## src/rtl/multi_clk_gen_pkg.sv

```systemverilog
// Shared types and constants for the multi-channel clock generator.
// Optional feature macro: MULTI_CLK_GEN_EDGE_EN. When it is defined, each
// channel also drives ch_rise/ch_fall edge pulses.
package multi_clk_gen_pkg;

  localparam int DEF_NUM_CH = 4;
  localparam int DEF_CNT_W  = 16;

  // Any requested period below this value is raised to it. Below two cycles,
  // a waveform cannot have both a high phase and a low phase.
  localparam int MIN_PERIOD = 2;

  typedef enum logic [1:0] {
    IDLE      = 2'd0,
    PHASE     = 2'd1,
    RUN       = 2'd2,
    STOP_PEND = 2'd3
  } ch_state_e;

  // Channel configuration at the default counter width. Channels built with a
  // non-default CNT_W declare the same layout locally at their own width.
  typedef struct packed {
    logic [DEF_CNT_W-1:0] period;
    logic [DEF_CNT_W-1:0] high;
    logic [DEF_CNT_W-1:0] phase;
  } ch_cfg_t;

endpackage

```

## src/rtl/multi_clk_gen_channel.sv

```systemverilog
// One generator channel. It holds the FSM, the period/phase counter, the
// pending and active configuration, and the registered outputs.
// Optional feature macro: MULTI_CLK_GEN_EDGE_EN (adds ch_rise / ch_fall).
//
// state     | meaning
// ----------+----------------------------------------------------------
// IDLE      | output low; waiting for ch_en
// PHASE     | start delay; cnt counts down from phase to 1, output low
// RUN       | cnt counts 0..period-1; output high while cnt < high
// STOP_PEND | ch_en dropped; finish the current period, then go to IDLE
module multi_clk_gen_channel
  import multi_clk_gen_pkg::*;
#(
  parameter int CNT_W = DEF_CNT_W
) (
  input  logic             clk,
  input  logic             rst_n,
  input  logic             ch_en,
  input  logic             cfg_load,
  input  logic [CNT_W-1:0] cfg_period,
  input  logic [CNT_W-1:0] cfg_high,
  input  logic [CNT_W-1:0] cfg_phase,
  output logic             ch_out,
  output logic             ch_active,
`ifdef MULTI_CLK_GEN_EDGE_EN
  output logic             ch_rise,
  output logic             ch_fall,
`endif
  output logic             ch_wrap
);

  typedef struct packed {
    logic [CNT_W-1:0] period;
    logic [CNT_W-1:0] high;
    logic [CNT_W-1:0] phase;
  } cfg_t;

  localparam logic [CNT_W-1:0] ONE   = CNT_W'(1);
  localparam logic [CNT_W-1:0] MIN_P = CNT_W'(MIN_PERIOD);
  localparam cfg_t RST_CFG = '{period: MIN_P, high: ONE, phase: '0};

  ch_state_e        state_q, state_d;
  logic [CNT_W-1:0] cnt_q, cnt_d;
  cfg_t             pend_q, pend_d;
  logic [CNT_W-1:0] act_period_q, act_period_d;
  logic [CNT_W-1:0] act_high_q, act_high_d;
  logic             out_q, out_d;
  logic             wrap_q, wrap_d;
  logic             running_d;
  logic             at_wrap;
  cfg_t             load_cfg;
  cfg_t             next_cfg;

  // Clamp incoming config. When a load arrives on the same edge as a copy to
  // active, the copy uses the new values directly, bypassing the pending regs.
  always_comb begin
    load_cfg        = '{period: cfg_period, high: cfg_high, phase: cfg_phase};
    if (cfg_period < MIN_P) begin
      load_cfg.period = MIN_P;
    end
    pend_d   = cfg_load ? load_cfg : pend_q;
    next_cfg = pend_d;
  end

  assign at_wrap = (cnt_q == act_period_q - ONE);

  // Channel FSM and counter next-state.
  always_comb begin
    state_d      = state_q;
    cnt_d        = cnt_q;
    act_period_d = act_period_q;
    act_high_d   = act_high_q;
    case (state_q)
      IDLE: begin
        if (ch_en) begin
          act_period_d = next_cfg.period;
          act_high_d   = next_cfg.high;
          if (next_cfg.phase == '0) begin
            state_d = RUN;
            cnt_d   = '0;
          end else begin
            state_d = PHASE;
            cnt_d   = next_cfg.phase;
          end
        end
      end
      PHASE: begin
        if (!ch_en) begin
          state_d = IDLE;
          cnt_d   = '0;
        end else if (cnt_q == ONE) begin
          state_d = RUN;
          cnt_d   = '0;
        end else begin
          cnt_d = cnt_q - ONE;
        end
      end
      RUN, STOP_PEND: begin
        if (at_wrap) begin
          cnt_d = '0;
          if (ch_en) begin
            state_d      = RUN;
            act_period_d = next_cfg.period;
            act_high_d   = next_cfg.high;
          end else begin
            state_d = IDLE;
          end
        end else begin
          cnt_d = cnt_q + ONE;
          if (ch_en) begin
            state_d = RUN;
          end else begin
            state_d = STOP_PEND;
          end
        end
      end
      default: begin
        state_d = IDLE;
        cnt_d   = '0;
      end
    endcase
  end

  // Outputs are registered from the next counter value, so they line up with
  // the cycle the counter is in. They stay low outside RUN and STOP_PEND.
  always_comb begin
    running_d = (state_d == RUN) || (state_d == STOP_PEND);
    out_d     = running_d && (cnt_d < act_high_d);
    wrap_d    = running_d && (cnt_d == act_period_d - ONE);
  end

  // State, counter, configuration and output registers.
  always_ff @(posedge clk or negedge rst_n) begin
    if (!rst_n) begin
      state_q      <= IDLE;
      cnt_q        <= '0;
      pend_q       <= RST_CFG;
      act_period_q <= RST_CFG.period;
      act_high_q   <= RST_CFG.high;
      out_q        <= 1'b0;
      wrap_q       <= 1'b0;
    end else begin
      state_q      <= state_d;
      cnt_q        <= cnt_d;
      pend_q       <= pend_d;
      act_period_q <= act_period_d;
      act_high_q   <= act_high_d;
      out_q        <= out_d;
      wrap_q       <= wrap_d;
    end
  end

  assign ch_out    = out_q;
  assign ch_wrap   = wrap_q;
  assign ch_active = (state_q != IDLE);

`ifdef MULTI_CLK_GEN_EDGE_EN
  logic rise_q, rise_d;
  logic fall_q, fall_d;

  // Edge pulses are registered on the same edge that ch_out changes.
  always_comb begin
    rise_d = out_d & ~out_q;
    fall_d = ~out_d & out_q;
  end

  // Edge pulse registers.
  always_ff @(posedge clk or negedge rst_n) begin
    if (!rst_n) begin
      rise_q <= 1'b0;
      fall_q <= 1'b0;
    end else begin
      rise_q <= rise_d;
      fall_q <= fall_d;
    end
  end

  assign ch_rise = rise_q;
  assign ch_fall = fall_q;
`endif

endmodule

```

## src/rtl/multi_clk_gen.sv

```systemverilog
// Multi-channel programmable clock/waveform generator. NUM_CH channels run
// independently from one reference clock.
// Optional feature macro: MULTI_CLK_GEN_EDGE_EN (adds ch_rise / ch_fall).
module multi_clk_gen
  import multi_clk_gen_pkg::*;
#(
  parameter int NUM_CH = DEF_NUM_CH,
  parameter int CNT_W  = DEF_CNT_W
) (
  input  logic                    clk,
  input  logic                    rst_n,
  input  logic [NUM_CH-1:0]       ch_en,
  input  logic [NUM_CH-1:0]       cfg_load,
  input  logic [NUM_CH*CNT_W-1:0] cfg_period,
  input  logic [NUM_CH*CNT_W-1:0] cfg_high,
  input  logic [NUM_CH*CNT_W-1:0] cfg_phase,
  output logic [NUM_CH-1:0]       ch_out,
  output logic [NUM_CH-1:0]       ch_active,
`ifdef MULTI_CLK_GEN_EDGE_EN
  output logic [NUM_CH-1:0]       ch_rise,
  output logic [NUM_CH-1:0]       ch_fall,
`endif
  output logic [NUM_CH-1:0]       ch_wrap
);

  for (genvar i = 0; i < NUM_CH; i++) begin : g_ch
    multi_clk_gen_channel #(
      .CNT_W(CNT_W)
    ) u_ch (
      .clk       (clk),
      .rst_n     (rst_n),
      .ch_en     (ch_en[i]),
      .cfg_load  (cfg_load[i]),
      .cfg_period(cfg_period[i*CNT_W +: CNT_W]),
      .cfg_high  (cfg_high[i*CNT_W +: CNT_W]),
      .cfg_phase (cfg_phase[i*CNT_W +: CNT_W]),
      .ch_out    (ch_out[i]),
      .ch_active (ch_active[i]),
`ifdef MULTI_CLK_GEN_EDGE_EN
      .ch_rise   (ch_rise[i]),
      .ch_fall   (ch_fall[i]),
`endif
      .ch_wrap   (ch_wrap[i])
    );
  end

endmodule
```

## config.mk

```make
export PLATFORM = sky130hd
export DESIGN_NAME = multi_clk_gen
export DESIGN_NICKNAME = d
export VERILOG_FILES = /design/src/rtl/multi_clk_gen_pkg.sv /design/src/rtl/multi_clk_gen_channel.sv /design/src/rtl/multi_clk_gen.sv
export SDC_FILE = /design/constraint.sdc
export NUM_CORES = 1
export LEC_CHECK = 0
export BUFFER_PORTS_ARGS = -buffer_cell sky130_fd_sc_hd__buf_2
export CORE_ASPECT_RATIO = 1.25
export CORE_MARGIN = 5
export CORE_UTILIZATION = 39
export DETAILED_ROUTE_END_ITERATION = 10
export SYNTH_ARGS = -nofsm -noshare
export SYNTH_HDL_FRONTEND = slang
export SYNTH_SLANG_ARGS = --single-unit
```

## constraint.sdc

```tcl
create_clock -name clk -period 6.4 [get_ports clk]
set_input_delay 0.96 -clock clk [delete_from_list [all_inputs] [get_ports clk]]
set_output_delay 0.96 -clock clk [all_outputs]
set_load 0.02 [all_outputs]
```

==> results.cfg, run 1 <==
[worst_setup_path]
r2r_end = g_ch[2].u_ch.ch_wrap
critPathArrivalTime_ns = 6.27
cp.required_ns = 6.87
cp-start-kind = flip-flop
cp_max_fo = 18
r2r-start = g_ch[2].u_ch.act_period_q[2]
reg2reg_slack_ns = 0.60
critPathKind = reg2reg
endpoint_kind = flip-flop
reg2reg_depth = 19

[pwr]
switching_power_w = 0.00351
p_comb_share_pct = 32.6
total_power_w = 0.00951
sequentialPowerShare_pct = 36.9
ir_drop_mv = 0.207
p_leak_nw = 12.7
p_int_w = 0.00600
swShare_pct = 36.9
p_clk_share_pct = 30.6
power_density_mw_per_mm2 = 328

[global_route]
grt.met2_usage_pct = 37.9
first_global_vias = 21500
met3_usage_pct = 3.40
grt_pass1_wl_um = 125000
use_met1_pct = 28.7
grt_max_degree = 167
overflow = 0
gr-max-usage-layer = met2
grtUsageTotal_pct = 22.2
grt_antenna_before_repair = 7

[run]
drv_cap = 0

[synthesis]
syn_area_mm2 = 0.0256
ys_top_cells_by_count = 384 x dfrtp_1, 219 x mux2_2, 180 x nor2_1, 166 x inv_1, 149 x nand2_1
syn_avg_cell_area_um2 = 9.60
synth.area.top_cells = dfrtp_1 38%, mux2_2 9.6%, mux2i_1 4.9%
synth_edf_count = 0
syn_inst = 2664
yosysTopAreaCell = dfrtp_1
ys_ff_latch = 400
yosysMostFrequentCell = dfrtp_1
yosysWarnings = 0
syn-num-nets = 2946
synthFlopType = dfrtp_1
ys_seq_area_share_pct = 39.2
synth_cell_type_count = 98
synth_top_area_share_pct = 37.6
ys_async_sr_fraction_pct = 100

[placed_design]
dp_hpwl_um = 62100
gp_congestion = 0.952
placed_cells = 3606
port_buffers = 213

[sta]
fmax_mhz = 172
rsz0062_at_grt = false
skew_ns = 0.0281
tns_ns = 0
finalSetupViolCount = 0
max_slew_margin_pct = 25.6
hold_ws_ns = 0.393
tightest_slew_ns = 1.11
hold_viol = 0
fin_crit_sh_pct = 90.7
maxSlewViolCount = 0
period_needed_ns = 5.80

[cells_and_area]
nets = 3079
synthToLayoutAreaGrowth_pct = 13.3
final_util_pct = 44.4
final_cells = 3691
drive_gt1_share_pct = 21.2

[clock_tree]
clk_latency_ns = 0.58
cts_buffers = 45
clkTransAtPathRegs_ns = 0.06
clockBufferDepth = 3
ctsHoldBuffers = 0
clock-sinks = 400
cts_setup_buffers = 0
cts_resized = 0
cts_tree = built
root_buffer = clkbuf_16
htreeDepth = 2

[detailed_routing]
drt_iter0_drc = 1639
viasPerCell = 5.76
drt-total-wl_um = 80900
dr.pass1.iters = 5
post_drt_wl_per_cell_um = 21.9
vias = 21300
ant_nets = 0
drc_errors = 0

[floorplan]
die_area_mm2 = 0.0708
core_mm2 = 0.0653
num_io_pins = 214
start_util_pct = 39.2
die_x_um = 239
fp-row-count = 105
die_h_um = 296

[min_path]
hold_class = in2async

[run_status]
status = complete, no violations
[flip-flops by register name (all words and copies together), names as in the netlist]
| register | count |
|---|---|
| g_ch.u_ch.act_period_q | 64 |
| g_ch.u_ch.ch_out | 4 |
| g_ch.u_ch.pend_q | 192 |
| g_ch.u_ch.cnt_q | 64 |
| g_ch.u_ch.state_q | 8 |
| g_ch.u_ch.act_high_q | 64 |
| g_ch.u_ch.ch_wrap | 4 |
[worst max-delay path by stage]
| stage | startpoint | end | slack [ns] | cells after the start |
|---|---|---|---|---|
| floorplan | g_ch[2].u_ch.act_period_q[0] | g_ch[2].u_ch.ch_wrap | 0.70 | 26 |
| global placement | g_ch[2].u_ch.act_period_q[0] | g_ch[2].u_ch.ch_wrap | 0.78 | 21 |
| detailed placement | g_ch[2].u_ch.act_period_q[0] | g_ch[2].u_ch.ch_wrap | 0.67 | 21 |
| CTS | g_ch[2].u_ch.act_period_q[0] | g_ch[2].u_ch.ch_wrap | 0.63 | 21 |
| global route | g_ch[2].u_ch.act_period_q[2] | g_ch[2].u_ch.ch_wrap | 0.29 | 19 |
| finish | g_ch[2].u_ch.act_period_q[2] | g_ch[2].u_ch.ch_wrap | 0.60 | 19 |
[cells in the final DEF (no fill, tap or decap), types with 30 or more instances in the layout]
master / count
nor3_1: 80
and3_1: 30
nand4_1: 41
o21ai_0: 107
buf_2: 212
clkbuf_16: 45
nand3_1: 83
dfrtp_1: 384
mux2_2: 219
xor2_1: 79
mux2i_1: 126
buf_4: 33
ha_1: 80
xnor2_1: 119
nor2_1: 180
inv_1: 166
nand2_1: 149
nor4_1: 70
a21oi_1: 106
[power by group through the flow]
stage / clock [W] / combinational, W / sequential [W]
finish: 0.00291 / 0.00310 / 0.00351
global route: 0.00307 / 0.00341 / 0.00356
CTS: 0.00300 / 0.00310 / 0.00349
detailed placement: 0 / 0.00308 / 0.00354
global placement: 0 / 0.00303 / 0.00353
floorplan: 0 / 0.00246 / 0.00312
[cell families after synthesis]
logic type | synth area share (%)
mux | 14.7
simple gates | 17.1
compound gates | 12.6
buf+inv | 5.21
xor+xnor | 7.30
fa+ha+maj | 3.92
flops | 39.2
[area by class of cell]
type | count | area, um2
antenna | 2 | 5.00
clock buffer | 60 | 1270
fill | 6347 | 36300
inverter | 167 | 627
sequential | 400 | 10000
clock inverter | 23 | 373
tap | 856 | 1070
timing repair buffer | 248 | 1360
multi-input combinational | 1935 | 14200
[critical path, cell delays in order (launching register included)]
cell and delay [ns]:
dfrtp_1 0.48, nor3_2 0.54, nand3_1 0.28, nor4_1 0.34
a311oi_1 0.12, or4b_4 0.53, or3_1 0.62, nand2_8 0.26
buf_4 0.33, a21oi_1 0.15, ha_1 0.32, inv_1 0.16
nor3_1 0.08, xnor2_1 0.12, o21ai_0 0.13, a21o_1 0.16
nand4_1 0.09, a211oi_1 0.21, or4b_1 0.48, nor4_1 0.29
[metal layers]
| metal | routed length [um] | vias to the layer above |
|---|---|---|
| met5 | 46 | - |
| met4 | 3240 | 6 |
| met3 | 4900 | 162 |
| met2 | 39300 | 757 |
| met1 | 33400 | 10400 |
| li1 | - | 9888 |
[metrics by stage]
| stage | setup slack [ns] | area (um2) |
|---|---|---|
| floorplan | 0.696 | 25600 |
| global placement | 0.783 | 27300 |
| CTS | 0.629 | 29000 |
| finish | 0.598 | 29000 |
| global route | 0.292 | 29000 |
| detailed placement | 0.668 | 27300 |
Note: power is estimated with default switching activity, not from simulation.
==> inputs of run 2 (changes only) <==
Settings changed: BUFFER_PORTS_ARGS -buffer_cell sky130_fd_sc_hd__buf_2 to -buffer_cell sky130_fd_sc_hd__clkbuf_2.
==> run 2 against run 1 <==
  * Power decreased by 1.9%
  * Sequential power about the same
  * Final area fell by 0.20%
  * Highest routed layer unchanged
  * Sequential share of layout area increased by 0.069 points
  * Critical path depth rose by 2
  * Worst hold slack improved by 0.071 ns
==> results.cfg, run 2 (synthesis gave the netlist of run 1 again) <==
[pwr]
power_density_mw_per_mm2 = 323
p_leak_nw = 12.7
total_power_w = 0.00933
ir_drop_mv = 0.241

[sta]
fin_crit_sh_pct = 90.4
hold_viol = 0
max_slew_margin_pct = 32.5
maxSlewViolCount = 0
hold_ws_ns = 0.464
tns_ns = 0
skew_ns = 0.0148
finalSetupViolCount = 0
fmax_mhz = 173
period_needed_ns = 5.78
rsz0062_at_grt = false
tightest_slew_ns = 1.00

[global_route]
first_global_vias = 21600
grtUsageTotal_pct = 22.3
grt_antenna_before_repair = 8
grt_pass1_wl_um = 126000
grt_max_degree = 158
overflow = 0

[clock_tree]
clock-sinks = 400
cts_setup_buffers = 0
clk_latency_ns = 0.57
clockBufferDepth = 3
ctsHoldBuffers = 0
cts_tree = built
cts_resized = 0
root_buffer = clkbuf_16
cts_buffers = 45
htreeDepth = 2
clkTransAtPathRegs_ns = 0.06

[detailed_routing]
dr.pass1.iters = 6
drt-total-wl_um = 80500
viasPerCell = 5.69
drt_iter0_drc = 1583
ant_nets = 0
drc_errors = 0
post_drt_wl_per_cell_um = 21.8
vias = 21000

[worst_setup_path]
cp_max_fo = 20
r2r_end = g_ch[2].u_ch.ch_wrap
cp.required_ns = 6.86
r2r-start = g_ch[2].u_ch.act_period_q[0]
reg2reg_slack_ns = 0.62
critPathKind = reg2reg
path_cells = inv_1, ha_1, or4b_4, o21ai_1, o311a_1, a21oi_1, or4b_4, or3_1, nand2_8, nor2_1, a21oi_1, ha_1, inv_1, nor3_1, xnor2_1, o21ai_0, nand3_1, nand4_1, a211oi_1, or4b_1, nor4_1
cpMaxStageDelayCell = or3_1
cp-start-kind = flip-flop
reg2reg_depth = 21
endpoint_kind = flip-flop
slowest_delay_ns = 0.64
critPathArrivalTime_ns = 6.24

[placed_design]
port_buffers = 213
gp_congestion = 0.974
dp_hpwl_um = 62200
placed_cells = 3612

[cells_and_area]
synthToLayoutAreaGrowth_pct = 13.1
final_cells = 3696
final_common_cell = dfrtp_1
final_cell_mix = 384 x dfrtp_1, 219 x mux2_2, 212 x clkbuf_2, 180 x nor2_1, 166 x inv_1
drive_gt1_share_pct = 21.3
final_util_pct = 44.3
largest_register_ff_count = 192
top_register = g_ch.u_ch.pend_q
nets = 3085

[floorplan]
core_mm2 = 0.0653
die_area_mm2 = 0.0708
die_x_um = 239
die_h_um = 296
start_util_pct = 39.2
num_io_pins = 214
fp-row-count = 105

[run]
drv_cap = 0

[min_path]
hold_class = in2async

[run_status]
status = complete, no violations
run 2: cell count changes in the layout (fill, tap and decap cells not counted), sizes merged:
| cell | delta |
|---|---|
| buf | -206 |
| bufinv | -4 |
| clkbuf | +217 |
| clkinv | +2 |
| clkinvlp | -1 |
| diode | +1 |
| inv | -4 |
run 2: power breakdown:
| group | switching (W) | internal (W) |
|---|---|---|
| Combinational | 0.00178 | 0.00132 |
| Clock | 0.00109 | 0.00164 |
| Sequential | 0.000591 | 0.00291 |
run 2: critical path, delay by kind of cell (launching register included):
family,cells,cell delay [ns]
and+or+nand+nor,10,3.29
AOI/OAI and AO/OA,6,0.94
adders and majority gates,2,0.63
DFF,1,0.40
buffers and inverters,2,0.24
xor gates and xnor gates,1,0.15
run 2: through the flow:
stage	instance area, um2	setup slack, ns
after floorplan	25600	0.696
after global placement	27400	0.875
after detailed placement	27400	0.743
after CTS	28900	0.677
after global routing	28900	0.313
final	28900	0.616
run 2: layer usage:
| metal | global-route usage [%] | wire length (um) | vias to the layer above |
|---|---|---|---|
| li1 | - | - | 9882 |
| met1 | 28.6 | 33700 | 10300 |
| met2 | 37.2 | 38000 | 666 |
| met3 | 4.12 | 4820 | 183 |
| met4 | 9.16 | 3860 | 8 |
| met5 | 0 | 55 | - |
run 2: worst max path at each step:
stage                                             from                   end  slack (ns)
after floorplan           g_ch[2].u_ch.act_period_q[0]  g_ch[2].u_ch.ch_wrap        0.70
after global placement    g_ch[2].u_ch.act_period_q[0]  g_ch[2].u_ch.ch_wrap        0.88
after detailed placement  g_ch[2].u_ch.act_period_q[0]  g_ch[2].u_ch.ch_wrap        0.74
after CTS                 g_ch[2].u_ch.act_period_q[0]  g_ch[2].u_ch.ch_wrap        0.68
after global routing      g_ch[2].u_ch.act_period_q[0]  g_ch[2].u_ch.ch_wrap        0.31
final                     g_ch[2].u_ch.act_period_q[0]  g_ch[2].u_ch.ch_wrap        0.62
run 2: cell type report:
type | instances | area, um2
Fill cell | 6275 | 36400
Multi-Input combinational cell | 1935 | 14200
Sequential cell | 400 | 10000
Timing Repair Buffer | 254 | 1410
Clock buffer | 65 | 1330
Tap cell | 856 | 1070
Inverter | 167 | 627
Clock inverter | 16 | 209
Antenna cell | 3 | 7.51
